### src/rtl/pid_pkg.sv
// Shared tuning-register map, reset defaults and packet constants for the UART gain path.
// Reset defaults live here so the hard-wired PID constants and the register resets cannot drift apart.
package pid_pkg;

  localparam logic [7:0] PKT_HEADER = 8'hA5;

  typedef enum logic [2:0] {
    ADDR_K_P_TACH          = 3'd0,
    ADDR_K_I_TACH          = 3'd1,
    ADDR_K_D_TACH          = 3'd2,
    ADDR_K_P_WALL          = 3'd3,
    ADDR_K_I_WALL          = 3'd4,
    ADDR_K_D_WALL          = 3'd5,
    ADDR_DISTANCE_SETPOINT = 3'd6,
    ADDR_BASE_RPM          = 3'd7
  } gain_addr_t;

  typedef enum logic [2:0] {
    WAIT_HDR,
    GET_ADDR,
    GET_HI,
    GET_LO,
    GET_CSUM
  } parse_state_t;

  localparam logic [15:0] DEF_K_P_TACH          = 16'h0F00;
  localparam logic [15:0] DEF_K_I_TACH          = 16'h0000;
  localparam logic [15:0] DEF_K_D_TACH          = 16'h0000;
  localparam logic [15:0] DEF_K_P_WALL          = 16'h0040;
  localparam logic [15:0] DEF_K_I_WALL          = 16'h0000;
  localparam logic [15:0] DEF_K_D_WALL          = 16'h0000;
  localparam logic [6:0]  DEF_DISTANCE_SETPOINT = 7'd20;
  localparam logic [9:0]  DEF_BASE_RPM          = 10'd100;

  function automatic logic [7:0] pkt_csum(input logic [7:0] hdr, input logic [7:0] addr,
                                          input logic [7:0] hi, input logic [7:0] lo);
    return hdr ^ addr ^ hi ^ lo;
  endfunction

endpackage

### src/rtl/uart_rx.sv
// 8N1 UART receiver: rx_valid/rx_frame_err pulse one cycle after the mid-stop-bit sample (~9.5 bits + sync).
// No backpressure: each byte is presented for one cycle only and must be consumed immediately.
module uart_rx #(
  parameter int CLKS_PER_BIT = 1085
) (
  input  logic       clk,
  input  logic       reset,
  input  logic       serial_rx,
  output logic [7:0] rx_byte,
  output logic       rx_valid,
  output logic       rx_frame_err
);

  localparam int            CW        = $clog2(CLKS_PER_BIT + 1);
  localparam logic [CW-1:0] HALF_LAST = CW'(CLKS_PER_BIT / 2 - 1);
  localparam logic [CW-1:0] BIT_LAST  = CW'(CLKS_PER_BIT - 1);

  typedef enum logic [1:0] {RX_IDLE, RX_START, RX_DATA, RX_STOP} rx_state_t;

  rx_state_t     state, state_d;
  logic          rx_s1, rx_s2, rx_s3;
  logic [CW-1:0] clk_cnt;
  logic [2:0]    bit_idx;
  logic          tick;

  // rx_s3 only serves edge detection; rx_s2 is the synchronised line.
  always_ff @(posedge clk or posedge reset) begin
    if (reset) begin
      rx_s1 <= 1'b1;
      rx_s2 <= 1'b1;
      rx_s3 <= 1'b1;
    end else begin
      rx_s1 <= serial_rx;
      rx_s2 <= rx_s1;
      rx_s3 <= rx_s2;
    end
  end

  always_comb begin
    state_d = state;
    tick    = (state == RX_START) ? (clk_cnt == HALF_LAST) : (clk_cnt == BIT_LAST);
    case (state)
      RX_IDLE:  if (rx_s3 && !rx_s2) state_d = RX_START;
      RX_START: if (tick) state_d = rx_s2 ? RX_IDLE : RX_DATA;
      RX_DATA:  if (tick && bit_idx == 3'd7) state_d = RX_STOP;
      RX_STOP:  if (tick) state_d = RX_IDLE;
      default:  state_d = RX_IDLE;
    endcase
  end

  always_ff @(posedge clk or posedge reset) begin
    if (reset) state <= RX_IDLE;
    else       state <= state_d;
  end

  always_ff @(posedge clk or posedge reset) begin
    if (reset) begin
      clk_cnt      <= '0;
      bit_idx      <= '0;
      rx_byte      <= '0;
      rx_valid     <= 1'b0;
      rx_frame_err <= 1'b0;
    end else begin
      rx_valid     <= (state == RX_STOP) && tick && rx_s2;
      rx_frame_err <= (state == RX_STOP) && tick && !rx_s2;
      if (state == RX_IDLE || tick) clk_cnt <= '0;
      else                          clk_cnt <= clk_cnt + 1'b1;
      if (state == RX_START) begin
        bit_idx <= '0;
      end else if (state == RX_DATA && tick) begin
        bit_idx <= bit_idx + 1'b1;
        rx_byte <= {rx_s2, rx_byte[7:1]};
      end
    end
  end

endmodule

### src/rtl/uart_gain_cmd_rx.sv
// Parses HEADER/ADDR/HI/LO/CSUM packets from uart_rx into eight tuning registers; write + cmd_ok one cycle after CSUM rx_valid.
// No backpressure: the host paces bytes; a stalled packet is dropped after TIMEOUT_CLKS idle clocks.
module uart_gain_cmd_rx
  import pid_pkg::*;
#(
  parameter int         CLKS_PER_BIT = 1085,
  parameter int         TIMEOUT_CLKS = 1_250_000,
  parameter logic [7:0] HEADER       = PKT_HEADER
) (
  input  logic        clk,
  input  logic        reset,
  input  logic        serial_rx,
  output logic [15:0] k_p_tach,
  output logic [15:0] k_i_tach,
  output logic [15:0] k_d_tach,
  output logic [15:0] k_p_wall,
  output logic [15:0] k_i_wall,
  output logic [15:0] k_d_wall,
  output logic [6:0]  distance_setpoint,
  output logic [9:0]  base_rpm,
  output logic        cmd_ok,
  output logic        cmd_err
);

  localparam int            TW       = $clog2(TIMEOUT_CLKS + 1);
  localparam logic [TW-1:0] TO_LIMIT = TW'(TIMEOUT_CLKS);

  logic [7:0]   rx_byte;
  logic         rx_valid, rx_frame_err;
  parse_state_t state, state_d;
  logic [7:0]   addr_q, hi_q, lo_q;
  logic [TW-1:0] to_cnt;
  logic         timeout, abort, wr_en, err_d;
  logic [15:0]  wr_data;
  gain_addr_t   wr_addr;

  uart_rx #(.CLKS_PER_BIT(CLKS_PER_BIT)) u_uart_rx (
    .clk          (clk),
    .reset        (reset),
    .serial_rx    (serial_rx),
    .rx_byte      (rx_byte),
    .rx_valid     (rx_valid),
    .rx_frame_err (rx_frame_err)
  );

  assign timeout = (state != WAIT_HDR) && (to_cnt == TO_LIMIT);
  assign abort   = rx_frame_err || timeout;
  assign wr_data = {hi_q, lo_q};
  assign wr_addr = gain_addr_t'(addr_q[2:0]);

  // Aborts win over a same-cycle byte so a frame error and timeout give a single cmd_err.
  always_comb begin
    state_d = state;
    wr_en   = 1'b0;
    err_d   = 1'b0;
    if (abort) begin
      state_d = WAIT_HDR;
      err_d   = (state != WAIT_HDR);
    end else if (rx_valid) begin
      case (state)
        WAIT_HDR: if (rx_byte == HEADER) state_d = GET_ADDR;
        GET_ADDR: state_d = GET_HI;
        GET_HI:   state_d = GET_LO;
        GET_LO:   state_d = GET_CSUM;
        GET_CSUM: begin
          state_d = WAIT_HDR;
          if (rx_byte == pkt_csum(HEADER, addr_q, hi_q, lo_q) && addr_q[7:3] == 5'd0) wr_en = 1'b1;
          else                                                                      err_d = 1'b1;
        end
        default: state_d = WAIT_HDR;
      endcase
    end
  end

  always_ff @(posedge clk or posedge reset) begin
    if (reset) state <= WAIT_HDR;
    else       state <= state_d;
  end

  always_ff @(posedge clk or posedge reset) begin
    if (reset) begin
      to_cnt <= '0;
      addr_q <= '0;
      hi_q   <= '0;
      lo_q   <= '0;
    end else begin
      if (rx_valid || state == WAIT_HDR) to_cnt <= '0;
      else if (to_cnt != TO_LIMIT)       to_cnt <= to_cnt + 1'b1;
      if (rx_valid) begin
        if (state == GET_ADDR) addr_q <= rx_byte;
        if (state == GET_HI)   hi_q   <= rx_byte;
        if (state == GET_LO)   lo_q   <= rx_byte;
      end
    end
  end

  always_ff @(posedge clk or posedge reset) begin
    if (reset) begin
      k_p_tach          <= DEF_K_P_TACH;
      k_i_tach          <= DEF_K_I_TACH;
      k_d_tach          <= DEF_K_D_TACH;
      k_p_wall          <= DEF_K_P_WALL;
      k_i_wall          <= DEF_K_I_WALL;
      k_d_wall          <= DEF_K_D_WALL;
      distance_setpoint <= DEF_DISTANCE_SETPOINT;
      base_rpm          <= DEF_BASE_RPM;
      cmd_ok            <= 1'b0;
      cmd_err           <= 1'b0;
    end else begin
      cmd_ok  <= wr_en;
      cmd_err <= err_d;
      if (wr_en) begin
        case (wr_addr)
          ADDR_K_P_TACH:          k_p_tach          <= wr_data;
          ADDR_K_I_TACH:          k_i_tach          <= wr_data;
          ADDR_K_D_TACH:          k_d_tach          <= wr_data;
          ADDR_K_P_WALL:          k_p_wall          <= wr_data;
          ADDR_K_I_WALL:          k_i_wall          <= wr_data;
          ADDR_K_D_WALL:          k_d_wall          <= wr_data;
          ADDR_DISTANCE_SETPOINT: distance_setpoint <= wr_data[6:0];
          ADDR_BASE_RPM:          base_rpm          <= wr_data[9:0];
          default:                ;
        endcase
      end
    end
  end

endmodule

### config.mk
export PLATFORM = sky130hd
export DESIGN_NAME = uart_gain_cmd_rx
export DESIGN_NICKNAME = d
export VERILOG_FILES = /design/src/rtl/pid_pkg.sv /design/src/rtl/uart_rx.sv /design/src/rtl/uart_gain_cmd_rx.sv
export SDC_FILE = /design/constraint.sdc
export NUM_CORES = 1
export LEC_CHECK = 0
export BUFFER_PORTS_ARGS = -buffer_cell sky130_fd_sc_hd__buf_2
export CAP_MARGIN = 40
export CORE_UTILIZATION = 35
export DETAILED_ROUTE_END_ITERATION = 12
export MAX_ROUTING_LAYER = met4
export SYNTH_ARGS = -nofsm -noshare
export SYNTH_HDL_FRONTEND = slang
export SYNTH_SLANG_ARGS = --single-unit
### constraint.sdc
create_clock -name clk -period 12.5 [get_ports clk]
set_input_delay 0.625 -clock clk [delete_from_list [all_inputs] [get_ports clk]]
set_output_delay 0.625 -clock clk [all_outputs]
set_load 0.05 [all_outputs]
==> impl_metrics.json, run 1 <==
{
  "outcome": "finished clean",
  "num_antenna_cells": 0,
  "synth_top_area_share_pct": 55.0,
  "grtUsageMet3_pct": 4.09,
  "ys.flop_type": "dfrtp_1",
  "first_global_vias": 5012,
  "hold_viol": 0,
  "use_met2_pct": 25.3,
  "core_area_um2": 22700,
  "final_net_count": 709,
  "chipWidth_um": 155,
  "die_area_um2": 23900,
  "synth-compound-area-share_pct": 1.52,
  "ys_seq_area_share_pct": 59.2,
  "vdd_drop_max_mv": 0.0780,
  "grt_pass1_wl_mm": 28.4,
  "grt_usage_pct": 15.9,
  "ant_nets": 0,
  "p_per_area_nw_per_um2": 126,
  "drv_slew": 0,
  "period_needed_ns": 2.71,
  "wl_per_cell_um": 17.1,
  "dp.cells": 967,
  "first_pass_iters": 4,
  "final_cells": 999,
  "grt_max_degree": 104,
  "power_frac_clock_pct": 42.9,
  "area_growth_pct": 17.0,
  "cts_root_buf": "clkbuf_16",
  "avgSynthCellArea_um2": 13.8,
  "detailedPlace.worstSlack_ns": 9.79,
  "setup_viol": 0,
  "dp_hpwl_mm": 11.4,
  "synth_top_family_by_area": "multiplexers",
  "arrival_ns": 3.01,
  "p_leak_uw": 0.00502,
  "crit_required_ns": 12.80,
  "p_sw_uw": 266,
  "synth_top_cell_by_area": "dfrtp_1",
  "worst_setup_path_end_kind": "flop",
  "p_seq_share_pct": 53.9,
  "std_cell_rows": 55,
  "top_usage_layer": "met2",
  "rsz0062_at_grt": "false",
  "period_share_pct": 21.7,
  "max_freq_ghz": 0.369,
  "grt_use_met1_pct": 20.3,
  "final_core_util_pct": 42.0,
  "h-tree-depth": 4,
  "ctsHoldBuffers": 0,
  "gr-total-overflow": 0,
  "report.power.total_uw": 1200,
  "finalWorstSetupSlack_ns": 9.79,
  "netSwitchingFraction_pct": 22.1,
  "synth_adder_area_share_pct": 0.768,
  "clock-sinks": 192,
  "ys_async_sr_fraction_pct": 100,
  "synthCells": 592,
  "cts_tree": "yes",
  "max-slew-margin-rel_pct": 43.9,
  "clk-insertion-delay-late_ns": 0.42,
  "maxCapViolCount": 0,
  "drc": 0,
  "io_pins": 118,
  "pwr-share-comb_pct": 3.2,
  "fin_setup_tns_ns": 0,
  "intPower_uw": 934,
  "clkTransAtPathRegs_ns": 0.07,
  "ys_warn_count": 0,
  "yosysUniqueCellTypes": 44,
  "synth_seq_cells": 192,
  "synth.area.top_cells": "dfrtp_1 55%, mux2_2 19%, dfstp_2 4.2%",
  "synth_fp_nets": 600,
  "hold_class": "primary input to asynchronous set/reset pin",
  "clock_path_buffers": 2,
  "cts_resized": 0,
  "wl_mm": 17.1,
  "synth_edf_count": 0,
  "viasPerCell": 4.84,
  "vias": 4834,
  "die_h_um": 155,
  "max_slew.worst_pin.slew_ns": 0.841,
  "fin_skew_ns": 0.00950,
  "numPortBuffers": 117,
  "path_class": "flop to flop",
  "syn_area_um2": 8150,
  "fillers": 2143,
  "first_iter_violations": 192,
  "synthMuxAreaShare_pct": 20.7,
  "worstPathMaxFanout": 16,
  "numCtsBuffers": 17,
  "gp_congestion": 0.750,
  "synth_xor_area_share_pct": 5.37,
  "post_cts_buffers": 0,
  "antenna_found_initial": 0,
  "start_util_pct": 35.9,
  "critPathLaunchType": "flop",
  "layout-drive-gt1-share_pct": 44.0,
  "synthSimpleGateAreaFrac_pct": 9.94
}
## worst paths after layout
kind	start	endpoint	slack, ns	cells after the start
max	addr_q[4]$_DFFE_PP0P_	k_i_tach[12]$_DFFE_PP0P_	9.79	5
min	reset	k_i_wall[5]$_DFFE_PP0P_	0.15	2
max reg2reg	addr_q[4]$_DFFE_PP0P_	k_i_tach[12]$_DFFE_PP0P_	9.79	5
min reg2reg	u_uart_rx.rx_s1$_DFF_PP1_	u_uart_rx.rx_s2$_DFF_PP1_	0.36	0
max in group asynchronous	reset	k_d_tach[10]$_DFFE_PP0P_	10.80	4
min in group clk	serial_rx	u_uart_rx.rx_s1$_DFF_PP1_	0.30	1
## stage by stage
| step | hold slack, ns | cell area [µm²] |
|---|---|---|
| final | 0.153 | 9540 |
| after CTS | 0.148 | 9540 |
| after floorplan | 0.345 | 8150 |
| after global placement | 0.347 | 8950 |
| after global routing | 0.151 | 9540 |
| after detailed placement | 0.347 | 8980 |
## Yosys cell counts (all sizes together) (2+ instances only)
| cell | instances |
|---|---|
| a21oi | 5 |
| a22o | 3 |
| and2 | 2 |
| and3 | 8 |
| and4 | 2 |
| buf | 14 |
| clkbuf | 18 |
| dfrtp | 179 |
| dfstp | 13 |
| ha | 5 |
| inv | 8 |
| mux2 | 146 |
| mux2i | 4 |
| nand2 | 27 |
| nand2b | 2 |
| nand3 | 11 |
| nand4 | 10 |
| nand4b | 3 |
| nor2 | 44 |
| nor2b | 4 |
| nor3 | 5 |
| nor4 | 4 |
| nor4b | 2 |
| nor4bb | 5 |
| o21ai | 5 |
| or3 | 3 |
| or4 | 2 |
| xnor2 | 24 |
| xor2 | 26 |
## state kept, by name (all words and copies together) (netlist names), 3 cells and up, named ones only
register           cells
distance_setpoint      7
hi_q                   8
k_i_wall              16
k_d_wall              16
u_uart_rx.bit_idx      3
k_i_tach              16
addr_q                 8
state                  3
to_cnt                21
k_p_tach              16
k_d_tach              16
base_rpm              10
lo_q                   8
u_uart_rx.rx_byte      8
k_p_wall              16
u_uart_rx.clk_cnt     11
## power by group through the flow
stage                     sequential (µW)  clock (µW)  combinational, µW
after floorplan                       655           0               30.8
after global placement                658           0               38.0
after detailed placement              658           0               39.8
after CTS                             646         533               40.1
after global routing                  648         558               46.9
final                                 646         515               38.5
## cell families after synthesis
logic type	count (synthesis)
fa+ha+maj	5
simple gates	136
compound gates	19
mux	150
xor+xnor	50
buf+inv	40
flops	192
## critical path: stages (launching register included)
cell and delay, ns:
dfrtp_1 0.40, or4_1 0.55, nor2_1 0.21, and4bb_2 0.52, nand4_4 0.46, mux2_2 0.45
## layer usage
layer	wire length [µm]	vias to the layer above	part of all wire, %
li1	-	2279	-
met3	636	13	3.7
met5	0	-	0
met2	8350	75	49
met1	7930	2467	47
met4	134	0	0.79
## cell usage in the layout (no fill, tap or decap), types with 2 or more instances in the layout
cell	Yosys	layout
xnor2_1	24	24
clkbuf_8	0	2
a21oi_1	5	5
nand2b_1	2	2
a22o_1	3	3
clkbuf_16	0	17
nor4b_1	2	2
nor4bb_1	5	5
nor3_1	5	5
nand4_1	7	7
nand4_4	3	3
clkbuf_1	17	5
ha_1	5	5
and2_1	2	2
clkinvlp_4	0	4
nor4_1	3	2
mux2i_1	4	4
dfstp_2	13	13
mux2_2	141	141
buf_4	1	4
and3_1	8	8
o21ai_0	5	5
or4_1	2	2
and4_1	2	2
nand4b_4	3	3
xor2_1	26	26
or3_1	3	3
nand3_1	10	10
nor2b_1	4	4
buf_2	7	117
dfrtp_1	179	179
mux2_1	5	5
nand2_1	27	27
nor2_1	44	44
inv_1	8	7
## cell type report
type / count / area [µm²] / area share [%]
sequential: 192 / 4820 / 50.6
clock buffer: 24 / 472 / 4.95
tap: 285 / 357 / 3.74
inverter: 8 / 37.5 / 0.394
timing repair buffer: 122 / 643 / 6.74
clock inverter: 8 / 82.6 / 0.866
multi-input combinational: 360 / 3120 / 32.8
(Power assumes the default switching activity.)
==> run 2: changes to the inputs <==
- clock period: 12.5 -> 2.5 ns (I/O delays scaled with it)
==> run 2 against run 1 <==
  * Final area rose by 6.3%
  * Maximum frequency rose by 13%
  * Largest power group unchanged
  * Power rose to 5.3 times the previous value
  * Critical endpoint is now base_rpm[0]$_DFFE_PP0P_
==> impl_metrics.json, run 2 (synthesis results as in run 1) <==
{
  "cts_root_buf": "clkbuf_16",
  "finalWorstSetupSlack_ns": 0.104,
  "std_cell_rows": 55,
  "area_growth_pct": 24.4,
  "largest-register": "to_cnt",
  "max_slew.worst_pin.slew_ns": 0.853,
  "report.power.total_uw": 6390,
  "grt_usage_pct": 16.9,
  "num_antenna_cells": 0,
  "p_seq_share_pct": 50.6,
  "layout_common_cells": "179 x dfrtp_1, 141 x mux2_2, 117 x buf_2",
  "start_util_pct": 35.9,
  "clock-sinks": 192,
  "clk-insertion-delay-late_ns": 0.43,
  "largest_reg_flops": 21,
  "clkTransAtPathRegs_ns": 0.07,
  "netSwitchingFraction_pct": 21.4,
  "wl_per_cell_um": 17.7,
  "ant_nets": 0,
  "hold_viol": 0,
  "viasPerCell": 4.93,
  "hold_class": "primary input to flop",
  "pwr-share-comb_pct": 3.3,
  "arrival_ns": 2.70,
  "chipWidth_um": 155,
  "first_pass_iters": 4,
  "drv_slew": 0,
  "io_pins": 118,
  "vias": 5162,
  "h-tree-depth": 4,
  "crit_required_ns": 2.81,
  "critPathLaunchType": "flop",
  "wl_mm": 18.5,
  "p_leak_uw": 0.00536,
  "max-slew-margin-rel_pct": 43.1,
  "layout-drive-gt1-share_pct": 48.0,
  "power_frac_clock_pct": 46.1,
  "detailedPlace.worstSlack_ns": -0.152,
  "gr-total-overflow": 0,
  "outcome": "finished clean",
  "setup_viol": 0,
  "dp_hpwl_mm": 13.2,
  "intPower_uw": 5020,
  "antenna_found_initial": 0,
  "grt_pass1_wl_mm": 30.0,
  "drc": 0,
  "first_iter_violations": 209,
  "numCtsBuffers": 17,
  "worstPathMaxFanout": 10,
  "worst_setup_path_end_kind": "flop",
  "numPortBuffers": 117,
  "maxCapViolCount": 0,
  "die_h_um": 155,
  "fin_skew_ns": 0.0160,
  "gp_congestion": 0.778,
  "p_sw_uw": 1370,
  "period_needed_ns": 2.40,
  "final_net_count": 756,
  "vdd_drop_max_mv": 0.368,
  "p_per_area_nw_per_um2": 631,
  "core_area_um2": 22700,
  "grt_max_degree": 47,
  "clock_path_buffers": 2,
  "cts_tree": "yes",
  "first_global_vias": 5482,
  "die_area_um2": 23900,
  "path_class": "flop to flop",
  "layout_commonest_cell": "dfrtp_1",
  "max_freq_ghz": 0.417,
  "rsz0062_at_grt": "false",
  "period_share_pct": 95.9
}
-- run 2: changes by cell type in the layout (fill, tap and decap cells not counted), sizes merged --
cell         delta
bufinv          +3
inv             +1
clkinvlp        -1
clkbuf          -3
dlygate4sd3     +2
buf            +45
-- run 2: cell type report --
cell class | instances | area [µm²]
Clock inverter | 11 | 178
Timing Repair Buffer | 169 | 1120
Fill cell | 2055 | 12600
Inverter | 8 | 33.8
Sequential cell | 192 | 4820
Clock buffer | 21 | 470
Tap cell | 285 | 357
Multi-Input combinational cell | 360 | 3160
-- run 2: metrics by stage --
step	area, µm²	hold WS, ns	setup TNS (ns)	utilization, %	instances
2_1_floorplan	8150	0.129	-16.26	-	592
3_3_place_gp	9340	0.233	-2.95	41.1	1003
3_5_place_dp	9360	0.236	-5.63	41.2	1004
4_1_cts	10100	0.321	0	44.5	1045
5_1_grt	10100	0.330	0	44.6	1046
6_report	10100	0.339	0	44.6	1046
-- run 2: timing repair --
item	in CTS	in global routing
pin swaps	3	2
hold endpoints to repair	143	0
endpoints found under the setup margin	64	50
hold buffers	2	0
setup buffers	7	1
resized for setup	1	5
-- run 2: worst paths after layout --
| kind | from | end | slack, ns | cells after the start |
|---|---|---|---|---|
| max | to_cnt[18]$_DFFE_PP0P_ | base_rpm[0]$_DFFE_PP0P_ | 0.10 | 7 |
| min | serial_rx | u_uart_rx.rx_s1$_DFF_PP1_ | 0.34 | 2 |
| max in group asynchronous | reset | k_p_tach[10]$_DFFE_PP1P_ | 1.52 | 5 |
| max reg2reg | to_cnt[18]$_DFFE_PP0P_ | base_rpm[0]$_DFFE_PP0P_ | 0.10 | 7 |
| min reg2reg | u_uart_rx.rx_s1$_DFF_PP1_ | u_uart_rx.rx_s2$_DFF_PP1_ | 0.36 | 0 |
| min in group asynchronous | reset | k_p_wall[7]$_DFFE_PP0P_ | 0.43 | 4 |
-- run 2: power groups by stage --
| stage | registers (µW) | clock network (µW) | logic (µW) |
|---|---|---|---|
| after floorplan | 3280 | 0 | 155 |
| after global placement | 3290 | 0 | 201 |
| after detailed placement | 3290 | 0 | 216 |
| after CTS | 3230 | 3020 | 219 |
| after global routing | 3240 | 3150 | 255 |
| final | 3230 | 2950 | 211 |
-- run 2: per-layer routing --
metal	up-vias	global-route usage, %	part of all wire [%]
li1	2371	-	-
met1	2640	20.0	44
met2	115	28.2	50
met3	36	3.87	4.4
met4	0	5.85	2.1
met5	-	-	0
-- run 2: worst max-delay path, cell delays in order (launching register included) --
cell      delay [ns]
dfrtp_1         0.42
nor4b_1         0.35
nand4_1         0.20
nor4_4          0.23
and4bb_4        0.36
buf_4           0.17
nand3_4         0.18
mux2_2          0.37
==> run 3: changes to the inputs <==
- CORE_UTILIZATION: 35 -> 57
- PLACE_DENSITY: unset -> 0.8
==> run 3 against run 2 <==
  * Non-clock buffer count decreased by 13
  * Routed wire length decreased by 6.8%
  * First-iteration DRC count increased by 23%
  * Sequential share of layout area increased by 1.6 points
  * Final area decreased by 3.2%
  * Sequential cell count unchanged
  * Critical endpoint is now k_d_wall[6]$_DFFE_PP0P_
  * Clock power decreased by 6.8%
  * Via count increased by 0.39%
==> impl_metrics.json, run 3 (synthesis results as in run 1) <==
{
  "first_pass_iters": 4,
  "final_cells": 928,
  "numPortBuffers": 117,
  "drv_slew": 0,
  "layout_commonest_cell": "dfrtp_1",
  "cts_tree": "yes",
  "layout-drive-gt1-share_pct": 46.5,
  "path_cells": "xnor2_1, xnor2_1, nand4_1, nor4_2, buf_6, nand4_4, buf_12, mux2_1",
  "gr-total-overflow": 0,
  "crit_required_ns": 2.81,
  "chipWidth_um": 122,
  "dpl_cell_area_um2": 9030,
  "vias": 5182,
  "first_global_vias": 5370,
  "outcome": "finished clean",
  "drc": 0,
  "final_design_area_no_fill_um2": 9810,
  "num_antenna_cells": 0,
  "dp.cells": 882,
  "fin_skew_ns": 0.00833,
  "largest_reg_flops": 21,
  "cts_root_buf": "clkbuf_16",
  "clock-sinks": 192,
  "ant_nets": 0,
  "largest-register": "to_cnt",
  "cpMostUsedCell": "xnor2_1",
  "worstPathMaxFanout": 10,
  "p_per_area_nw_per_um2": 631,
  "clk-insertion-delay-late_ns": 0.43,
  "arrival_ns": 2.69,
  "die_h_um": 122,
  "slowest_delay_ns": 0.48,
  "critical_path_buf_inv_count": 2,
  "start_util_pct": 58.5,
  "numCtsBuffers": 17,
  "slowest_stage": "dfrtp_1",
  "std_cell_rows": 43,
  "clock_path_buffers": 2,
  "wl_per_cell_um": 18.6,
  "fin_setup_tns_ns": 0,
  "p_leak_uw": 0.00524,
  "setup_viol": 0,
  "maxCapViolCount": 0,
  "cp_top_family": "simple AND/OR/NAND/NOR gates",
  "gp_congestion": 0.829,
  "final_net_count": 743,
  "wl_mm": 17.2,
  "core_area_um2": 13900,
  "antenna_found_initial": 0,
  "grt_pass1_wl_mm": 28.0,
  "path_class": "flop to flop",
  "die_area_um2": 14800,
  "period_share_pct": 95.2,
  "hold_viol": 0,
  "layout_common_cells": "179 x dfrtp_1, 141 x mux2_2, 117 x buf_2",
  "max_freq_ghz": 0.420,
  "io_pins": 118,
  "clkTransAtPathRegs_ns": 0.07,
  "viasPerCell": 5.58,
  "grt_max_degree": 54,
  "dp_hpwl_mm": 11.7,
  "grt_usage_pct": 26.0,
  "worst_setup_path_end_kind": "flop",
  "vdd_drop_max_mv": 0.432,
  "period_needed_ns": 2.38,
  "rsz0062_at_grt": "false",
  "max-slew-margin-rel_pct": 47.0,
  "first_iter_violations": 258,
  "hold_class": "primary input to asynchronous set/reset pin",
  "h-tree-depth": 4,
  "hold_slack_ns": 0.324,
  "critPathLaunchType": "flop",
  "max_slew.worst_pin.slew_ns": 0.795,
  "area_growth_pct": 20.4
}
==> run 3: cell count changes in the layout (fill, tap and decap cells not counted), moves of 2 or more <==
| cell | delta |
|---|---|
| buf_4 | -10 |
| clkbuf_8 | -2 |
| clkinvlp_4 | +2 |
| clkbuf_1 | +2 |
| buf_12 | -3 |
==> run 3: area by class of cell <==
| class | instances | area [µm²] |
|---|---|---|
| clock inverter | 11 | 155 |
| tap | 180 | 225 |
| multi-input combinational | 360 | 3140 |
| clock buffer | 21 | 450 |
| timing repair buffer | 156 | 987 |
| fill | 895 | 4130 |
| sequential | 192 | 4820 |
| inverter | 8 | 33.8 |
==> run 3: worst min-delay path: cells and delay by family <==
kind | cells | cell delay (ns)
buf+inv | 3 | 1.09
==> run 3: metrics by stage <==
stage	worst slack [ns]	power (µW)	utilization (%)
finish	0.120	6190	70.4
global route	0.000471	6390	70.4
CTS	0.122	6230	70.4
detailed placement	-0.168	3500	64.8
global placement	-0.0935	3480	64.8
floorplan	-0.0908	3430	-
==> run 3: power breakdown <==
part	internal (µW)	switching, µW	total, µW
logic	79.8	121	201
registers	3170	71.0	3240
clock network	1610	1140	2750
==> run 3: path summary, 6_finish.rpt <==
path,start,end,slack (ns),cells past startpoint
max,hi_q[4]$_DFFE_PP0P_,k_d_wall[6]$_DFFE_PP0P_,0.12,8
min,reset,k_d_tach[5]$_DFFE_PP0P_,0.32,3
max reg2reg,hi_q[4]$_DFFE_PP0P_,k_d_wall[6]$_DFFE_PP0P_,0.12,8
min reg2reg,u_uart_rx.rx_s1$_DFF_PP1_,u_uart_rx.rx_s2$_DFF_PP1_,0.36,0
max in group asynchronous,reset,u_uart_rx.rx_s3$_DFF_PP1_,1.45,4
min in group clk,serial_rx,u_uart_rx.rx_s1$_DFF_PP1_,0.35,2
==> run 3: what timing repair did <==
action,4_1_cts,5_1_grt
endpoints found under the hold margin,23,0
hold buffers,2,0
setup endpoints to repair,106,39
gates resized for setup,2,1
pin swaps,2,0
buffers inserted,12,0
==> run 3: per-layer routing <==
metal	global-route usage, %	part of all wire, %
met5	-	0
met3	5.62	4.8
met2	42.5	52
met1	32.1	42
met4	9.57	2.0
